File: config.mk
export PLATFORM = sky130hd
export DESIGN_NAME = uart_tx
export DESIGN_NICKNAME = d
export VERILOG_FILES = /design/src/rtl/uart_pkg.sv /design/src/rtl/register_d.sv /design/src/rtl/sync_parallel_counter.sv /design/src/rtl/uart_tx.sv
export SDC_FILE = /design/constraint.sdc
export NUM_CORES = 1
export LEC_CHECK = 0
export CAP_MARGIN = 20
export CORE_ASPECT_RATIO = 1.5
export CORE_MARGIN = 3
export CORE_UTILIZATION = 45
export CTS_CLUSTER_DIAMETER = 50
export DETAILED_ROUTE_END_ITERATION = 7
export HOLD_SLACK_MARGIN = 0.08
export PLACE_DENSITY_LB_ADDON = 0.3
export SLEW_MARGIN = 20
export SYNTH_ARGS = -nofsm -noshare
export SYNTH_HDL_FRONTEND = slang
export SYNTH_SLANG_ARGS = --single-unit
File: constraint.sdc
create_clock -name clock -period 1.6 [get_ports clock]
set_input_delay 0.16 -clock clock [delete_from_list [all_inputs] [get_ports clock]]
set_output_delay 0.16 -clock clock [all_outputs]
set_load 0.01 [all_outputs]
File: src/rtl/uart_pkg.sv
// Shared definitions for the UART transmitter and receiver: state
// encoding, parity-type codes, default bit period and the parity helper.
package uart_pkg;

    localparam int CyclesPerBitDefault = 16;

    typedef enum logic [2:0] {
        Idle   = 3'd0,
        Start  = 3'd1,
        Data   = 3'd2,
        Parity = 3'd3,
        Stop1  = 3'd4,
        Stop2  = 3'd5
    } state_e;

    localparam logic [1:0] ParityNone = 2'd0;
    localparam logic [1:0] ParityEven = 2'd2;
    localparam logic [1:0] ParityOdd  = 2'd3;

    // Parity bit that makes the total count of ones even (odd = 0) or odd (odd = 1).
    function automatic logic parity_bit(input logic [7:0] data, input logic odd);
        return (^data) ^ odd;
    endfunction

endpackage

File: src/rtl/register_d.sv
// Generic enabled D register with asynchronous active-high reset.
module register_d #(
    parameter int               WIDTH       = 1,
    parameter logic [WIDTH-1:0] RESET_VALUE = '0
) (
    input  logic             clock,
    input  logic             reset,
    input  logic             en,
    input  logic [WIDTH-1:0] d,
    output logic [WIDTH-1:0] q
);

    // Load d when enabled; reset forces the configured reset value.
    always_ff @(posedge clock or posedge reset) begin
        if (reset) begin
            q <= RESET_VALUE;
        end else if (en) begin
            q <= d;
        end
    end

endmodule

File: src/rtl/sync_parallel_counter.sv
// Up-counter with synchronous clear (priority over enable) and
// asynchronous active-high reset.
module sync_parallel_counter #(
    parameter int WIDTH = 4
) (
    input  logic             clock,
    input  logic             reset,
    input  logic             clear,
    input  logic             en,
    output logic [WIDTH-1:0] count
);

    // Clear wins over increment; the counter wraps naturally at its width.
    always_ff @(posedge clock or posedge reset) begin
        if (reset) begin
            count <= '0;
        end else if (clear) begin
            count <= '0;
        end else if (en) begin
            count <= count + 1'b1;
        end
    end

endmodule

File: src/rtl/uart_tx.sv
// UART transmitter: accepts a byte over valid/ready and sends
// start, 8 data bits LSB first, optional parity, and 1 or 2 stop bits.
// txd and tx_done come straight from flops so the line never glitches.
module uart_tx
    import uart_pkg::*;
#(
    parameter int CYCLES_PER_BIT = CyclesPerBitDefault
) (
    input  logic       clock,
    input  logic       reset,
    input  logic       tx_en,
    input  logic [1:0] parity_type,
    input  logic       nstop,
    input  logic [7:0] data_in,
    input  logic       data_valid,
    output logic       ready,
    output logic       txd,
    output logic       tx_done
);

    localparam int              CntW    = $clog2(CYCLES_PER_BIT);
    localparam logic [CntW-1:0] BitLast = CntW'(CYCLES_PER_BIT - 1);

    state_e state_q;
    state_e state_d;

    logic [CntW-1:0] bit_cnt_q;
    logic            bit_cnt_clear;
    logic            bit_end;

    logic [2:0]      data_cnt_q;
    logic            data_cnt_clear;
    logic            data_cnt_en;

    logic [7:0]      shift_q;
    logic [7:0]      shift_d;

    // Frame configuration captured at accept: {nstop, parity_type, data}.
    logic [10:0]     cfg_q;
    logic [7:0]      data_lat_q;
    logic [1:0]      ptype_q;
    logic            nstop_q;

    logic            txd_q;
    logic            txd_d;
    logic            tx_done_q;
    logic            tx_done_d;

    logic            accept;

    assign data_lat_q = cfg_q[7:0];
    assign ptype_q    = cfg_q[9:8];
    assign nstop_q    = cfg_q[10];

    // Reset is folded into ready so the handshake is closed while reset is held.
    assign ready   = (state_q == Idle) && tx_en && !reset;
    assign accept  = data_valid && ready;
    assign bit_end = (bit_cnt_q == BitLast);

    // The bit timer idles at zero and restarts at every bit boundary.
    assign bit_cnt_clear = (state_q == Idle) || bit_end;

    // State register.
    always_ff @(posedge clock or posedge reset) begin
        if (reset) begin
            state_q <= Idle;
        end else begin
            state_q <= state_d;
        end
    end

    // Next-state, shift-register and counter control.
    always_comb begin
        state_d        = state_q;
        shift_d        = shift_q;
        data_cnt_clear = 1'b0;
        data_cnt_en    = 1'b0;
        tx_done_d      = 1'b0;
        case (state_q)
            Idle: begin
                if (accept) begin
                    state_d = Start;
                    shift_d = data_in;
                end
            end
            Start: begin
                if (bit_end) begin
                    state_d        = Data;
                    data_cnt_clear = 1'b1;
                end
            end
            Data: begin
                if (bit_end) begin
                    shift_d     = {1'b0, shift_q[7:1]};
                    data_cnt_en = 1'b1;
                    if (data_cnt_q == 3'd7) begin
                        state_d = ptype_q[1] ? Parity : Stop1;
                    end
                end
            end
            Parity: begin
                if (bit_end) begin
                    state_d = Stop1;
                end
            end
            Stop1: begin
                if (bit_end) begin
                    if (nstop_q) begin
                        state_d = Stop2;
                    end else begin
                        state_d   = Idle;
                        tx_done_d = 1'b1;
                    end
                end
            end
            Stop2: begin
                if (bit_end) begin
                    state_d   = Idle;
                    tx_done_d = 1'b1;
                end
            end
            default: begin
                state_d = Idle;
            end
        endcase
    end

    // Line level for the upcoming state, so the txd flop lines up with it.
    always_comb begin
        txd_d = 1'b1;
        case (state_d)
            Idle:    txd_d = 1'b1;
            Start:   txd_d = 1'b0;
            Data:    txd_d = shift_d[0];
            Parity:  txd_d = parity_bit(data_lat_q, ptype_q[0]);
            Stop1:   txd_d = 1'b1;
            Stop2:   txd_d = 1'b1;
            default: txd_d = 1'b1;
        endcase
    end

    sync_parallel_counter #(.WIDTH(CntW)) u_bit_cnt (
        .clock (clock),
        .reset (reset),
        .clear (bit_cnt_clear),
        .en    (1'b1),
        .count (bit_cnt_q)
    );

    sync_parallel_counter #(.WIDTH(3)) u_data_cnt (
        .clock (clock),
        .reset (reset),
        .clear (data_cnt_clear),
        .en    (data_cnt_en),
        .count (data_cnt_q)
    );

    register_d #(.WIDTH(8)) u_shift (
        .clock (clock),
        .reset (reset),
        .en    (1'b1),
        .d     (shift_d),
        .q     (shift_q)
    );

    register_d #(.WIDTH(11)) u_cfg (
        .clock (clock),
        .reset (reset),
        .en    (accept),
        .d     ({nstop, parity_type, data_in}),
        .q     (cfg_q)
    );

    register_d #(.WIDTH(1), .RESET_VALUE(1'b1)) u_txd (
        .clock (clock),
        .reset (reset),
        .en    (1'b1),
        .d     (txd_d),
        .q     (txd_q)
    );

    register_d #(.WIDTH(1)) u_tx_done (
        .clock (clock),
        .reset (reset),
        .en    (1'b1),
        .d     (tx_done_d),
        .q     (tx_done_q)
    );

    assign txd     = txd_q;
    assign tx_done = tx_done_q;

endmodule

# After elaboration in Yosys (flattened, before gate mapping)
# Cells that the tools add are included.
# op_classes
n_addsub	2
eq_ne	12
muxes	23
n_bitwise	1
n_reduce_logical	10
# op_table
cell	n
$mux 3	11
$pmux 3 s6	1
$mux 8	2
$pmux 8 s2	1
$eq 3x2->1 const B	4
$eq 3x3->1 const B	3
$reduce_xor 8->1	1
$eq 3x1->1 const B	2
$mux 1	5
$add 4x1->4 const B	1
$eq 4x4->1 const B	1
$mux 4	1
$ne 2x2->1 const B	2
$reduce_bool 2->1	2
$add 3x1->3 const B	1
$logic_and 1x1->1	3
$logic_not 3->1	1
$pmux 1 s3	1
$reduce_and 3->1	1
$pmux 1 s2	1
$logic_not 1->1	1
$logic_or 1x1->1	1
$xor 1x1->1	1
# totals
ff_bits	31
input_bits	15
out_inout_bits	3

# Depth between registers and ports, before layout
# logic_depth
depth_word	8
ltp_mapped	7
mapped_depth_nobuf	7

# Hierarchy
# Synthesis repeated with hierarchy kept, for this count alone.
# unflattened
hier_cells	165
hier_area_um2	1841.8
# by_module_without_submodules
mod	n_inst	cells_each	area_per_inst_um2	seq_area_each_um2
uart_tx	1	88	629.4	75.1
register_d at u_cfg	1	24	451.7	275.3
register_d at u_shift	1	18	335.3	200.2
sync_parallel_counter at u_bit_cnt	1	17	196.4	100.1
sync_parallel_counter at u_data_cnt	1	12	140.1	75.1
register_d at u_txd	1	3	45.0	26.3
register_d at u_tx_done	1	3	43.8	25.0

# Worst setup path after synthesis
# OpenSTA, ideal clock, no wires.
# synth_timing
kind	reg-to-reg
start	reg u_data_cnt.count[0]
end	reg u_txd.q
setup_time_ps	83
t_arrival_ps	1472
required_ps	1517
setup_slack_ps	45
path_stages_with_launch	8
path_buffers	0
period_less_slack_ps	1555
cell_sequence	dfrtp_1 > ha_1 > ha_1 > nand4b_1 > a211oi_1 > a211oi_1 > and4b_1 > o21bai_1
# synth_via
elab_chain_len	6
# synth_rtl
item	line_no	source
from (decl)	sync_parallel_counter.sv:10	output logic [WIDTH-1:0] count
from (signal assigned)	sync_parallel_counter.sv:20	count <= count + 1'b1;
$eq 3x3->1 (*)	uart_tx.sv:96	if (data_cnt_q == 3'd7) begin
$mux 3 (*)	uart_tx.sv:96	
$mux 3 (*)	uart_tx.sv:93	if (bit_end) begin
$pmux 3 s6 (*)	uart_tx.sv:79	case (state_q)
$eq 3x2->1 or $eq 3x1->1 (tied branches)	uart_tx.sv:131	case (state_d)
$pmux 1 s3 (*)	uart_tx.sv:131	
net txd_d	uart_tx.sv:45	logic txd_d;
to (signal assigned)	register_d.sv:16	q <= RESET_VALUE;
to (signal assigned)	register_d.sv:18	q <= d;
to (decl)	register_d.sv:10	output logic [WIDTH-1:0] q
# Mark *: on every way through the listed nets, which the timed path passes. The rest lies on a longest branch.
# A chain may end at the register's enable or synchronous reset.

# Worst setup path in the final report
# layout_timing
start	reg u_data_cnt.count[1]
end	reg u_txd.q
# layout_via
elab_chain_len	6
# layout_rtl
item	line_no	source
$eq 3x3->1 (*)	uart_tx.sv:96	
$mux 3 (*)	uart_tx.sv:96	
$mux 3 (*)	uart_tx.sv:93	
$pmux 3 s6 (*)	uart_tx.sv:79	
net state_d[1]	uart_tx.sv:25	state_e state_d;
$eq 3x2->1 or $eq 3x1->1 (tied branches)	uart_tx.sv:131	
$pmux 1 s3 (*)	uart_tx.sv:131	
net txd_d	uart_tx.sv:45	
# Marks and branches as above.

==> metrics.txt <==
core area=3190 sq um; clock sink count=31; met3 usage in global routing=5.24%; largest net degree at the start of global routing=18; Req. time, crit path=about 1.8 ns; routed vias=1,126; Max Slew Vio Count=0; Final Wtd Congestion=~0.83; Synthesis Warnings=0; share of cells above drive strength 1=between 30% and 40%; crit-path cells=ha_2, ha_2, nor2b_4, o21ai_2, a31o_1, and4b_1, o21bai_1; WL per Instance=about 14 microns; Post-synth EDFFs=0; Total Power=around 0.0034 W; relative slew slack=73.4%; kind of critical path=reg -> reg; CP startpoint kind=register; Syn Std Cell Area=around 1500 sq um; status=finished with violations; Overflow after GRT=0; R2R depth=7; Layout Cells excl Fill=~210; most used cell, CP=ha_2; gr usage total=~17%; clock root buffer=clkbuf_8; Via-to-Cell Ratio=5.34; async set-reset flop share out of synthesis=100%; Routed Antenna Nets=0; Least-Margin Pin Slew=between 0.3 and 0.4 ns; Multi-input gate area=approximately 760 sq um; Netlist cell types=41; area leader, netlist=dfrtp_1; TritonCTS clock tree=done; RSZ-0062 raised after global routing=true; clock skew=between 0.003 and 0.004 ns; Final Hold Violating Endpoints=0; Clk Latency, worst-skew pair=approximately 0.28 ns; DRT Pass-1 Iters=5; type of the tightest min-delay check=in -> async; setup ws final=-0.00164 ns; worst r2r src=u_data_cnt.count[1]; CTS buffer count=5; die width=approximately 53 microns; vias in the first global route=1,199; I/O pins=18; Post-Syn Area per Cell=between 10 and 15 sq um; hpwl dp=2300 microns; Worst Path Arrival=~1.8 ns; initial antenna violation count=0; Tmin final=roughly 1.6 ns; Post-synth top cells=dfrtp_1, nand2_1, mux2_2; GR Layer Usage met2=around 28%; flops & latches, synth=31; syn_nets=~150; Remaining DRCs=0; endpoint type of the worst setup path=register; top cell type's share of synthesized area=49.3%; Diodes inserted=0; Worst-path clk slew=roughly 0.060 ns; DP Area=between 1500 and 2000 sq um; flop2flop setup slack=-0.002 ns; IO Port Bufs=17; Starting Density=a little under half; Worst Setup SP=u_data_cnt.count[1]; Leak=approximately 0.90 nW; Peak VDD IR=1170 uV; maxcap violations=0; top_reg_cell synth=dfrtp_1; DIE AREA=a little over 4000 sq um; CTS HTree Levels=2; Setup TNS=-0.00164 ns; Max FO, Critical Path=3; Placed Instances=200; fill cell count=~260; Hold WS=between 0.3 and 0.4 ns; GR met1 Demand/Resource=a little under a fifth; Gate Count Post-Synth=between 100 and 150; area grow syn2layout=34.3%; Final setup violation count=1; Power Density=~1600 nW/um^2; top-count cell post-synth=dfrtp_1; Layout Nets=188; Finished Cell Area=about 2000 sq um; failing checks=setup timing; maximum clock path buffer count=2; DRT Wirelength=slightly above 3000 microns; dominant cells by area after synthesis=dfrtp_1, mux2_2, nand2_1; CP max stage delay=0.38 ns; Peak Freq=between 600 and 700 MHz; register area=about 780 sq um; grt peak-use layer=met2; die height=roughly 77 microns; row cnt=25; post-synthesis sequential area ratio=about half; first-pass GRT wire length=just over 5000 microns; crit path max-delay cell type=dfrtp_1; First DRT Iteration DRCs=16; period utilisation layout=100%
[cell families after synthesis]
group	Yosys count	share of synthesized area, %
flip-flops	31	51.0
XOR/XNOR	9	6.08
buffers and inverters	10	3.29
AO/OA/AOI/OAI	23	10.5
multiplexers	11	8.05
AND/OR/NAND/NOR	47	18.6
adder cells (fa/ha/maj)	3	2.47
[cell usage in the layout, fill, tap and decap left out, types with 2 or more instances in the layout]
cell and instances:
xor2_1 2, clkbuf_8 6, nor2_1 5, mux2_2 10, nand2b_1 3, inv_1 4
ha_2 2, nand2_1 19, o21ai_0 5, clkdlybuf4s50_1 16, dfrtp_1 29, nor2b_1 2
a31oi_1 2, buf_12 2, xnor2_1 5, a211oi_2 2, buf_4 16, nor3_1 3
a22oi_1 6
[flip-flops by register name, summed over array words and instances (netlist names)]
name and count:
state_q 3, u_bit_cnt.count 4, u_cfg.q 11, u_data_cnt.count 3
u_shift.q 8, u_tx_done.q 1, u_txd.q 1
[cell type report]
class | count | share of cell area, %
clock buffer | 6 | 4.04
clock inverter | 2 | 1.71
inverter | 4 | 0.734
multi-input combinational | 93 | 36.9
sequential | 31 | 38.0
tap | 40 | 2.45
timing repair buffer | 35 | 16.1
[worst paths after layout]
check	to
worst min-delay path	u_bit_cnt.count[0]
max in group asynchronous	u_txd.q
worst max-delay path	u_txd.q
worst min register to register	u_shift.q[2]
min in group clock	u_cfg.q[10]
worst max register to register	u_txd.q
[per-stage QoR]
step,utilization [%],setup slack [ns]
6_report,64.1,-0.00164
5_1_grt,64.1,-0.0719
4_1_cts,62.9,0.00931
3_5_place_dp,57.8,-0.113
3_3_place_gp,57.8,-0.0564
2_1_floorplan,-,0.0448
[critical path: cells and delay by family (launching register included)]
kind,cells,cell delay (ns)
adder cells (fa/ha/maj),2,0.37
AO/OA/AOI/OAI,3,0.44
AND/OR/NAND/NOR,2,0.34
flip-flops,1,0.38
[power breakdown]
group / leakage (nW) / internal [W] / switching, W / total [W]
clock network: 0.0612 / 0.000503 / 0.000282 / 0.000785
logic: 0.453 / 0.000704 / 0.000495 / 0.00120
registers: 0.386 / 0.00111 / 0.000269 / 0.00138
[routing by layer]
layer | part of all wire, % | up-vias
met5 | 0 | -
met4 | 2.3 | 0
met3 | 4.3 | 6
met2 | 55 | 28
met1 | 39 | 546
li1 | - | 546
[repair_timing]
action	CTS	global route
hold buffers	0	0
resized for setup	9	5
setup endpoints to repair	2	2
pin swaps	4	2
setup buffers	2	1
gates cloned	0	0
Note: power is estimated with default switching activity, not from simulation.
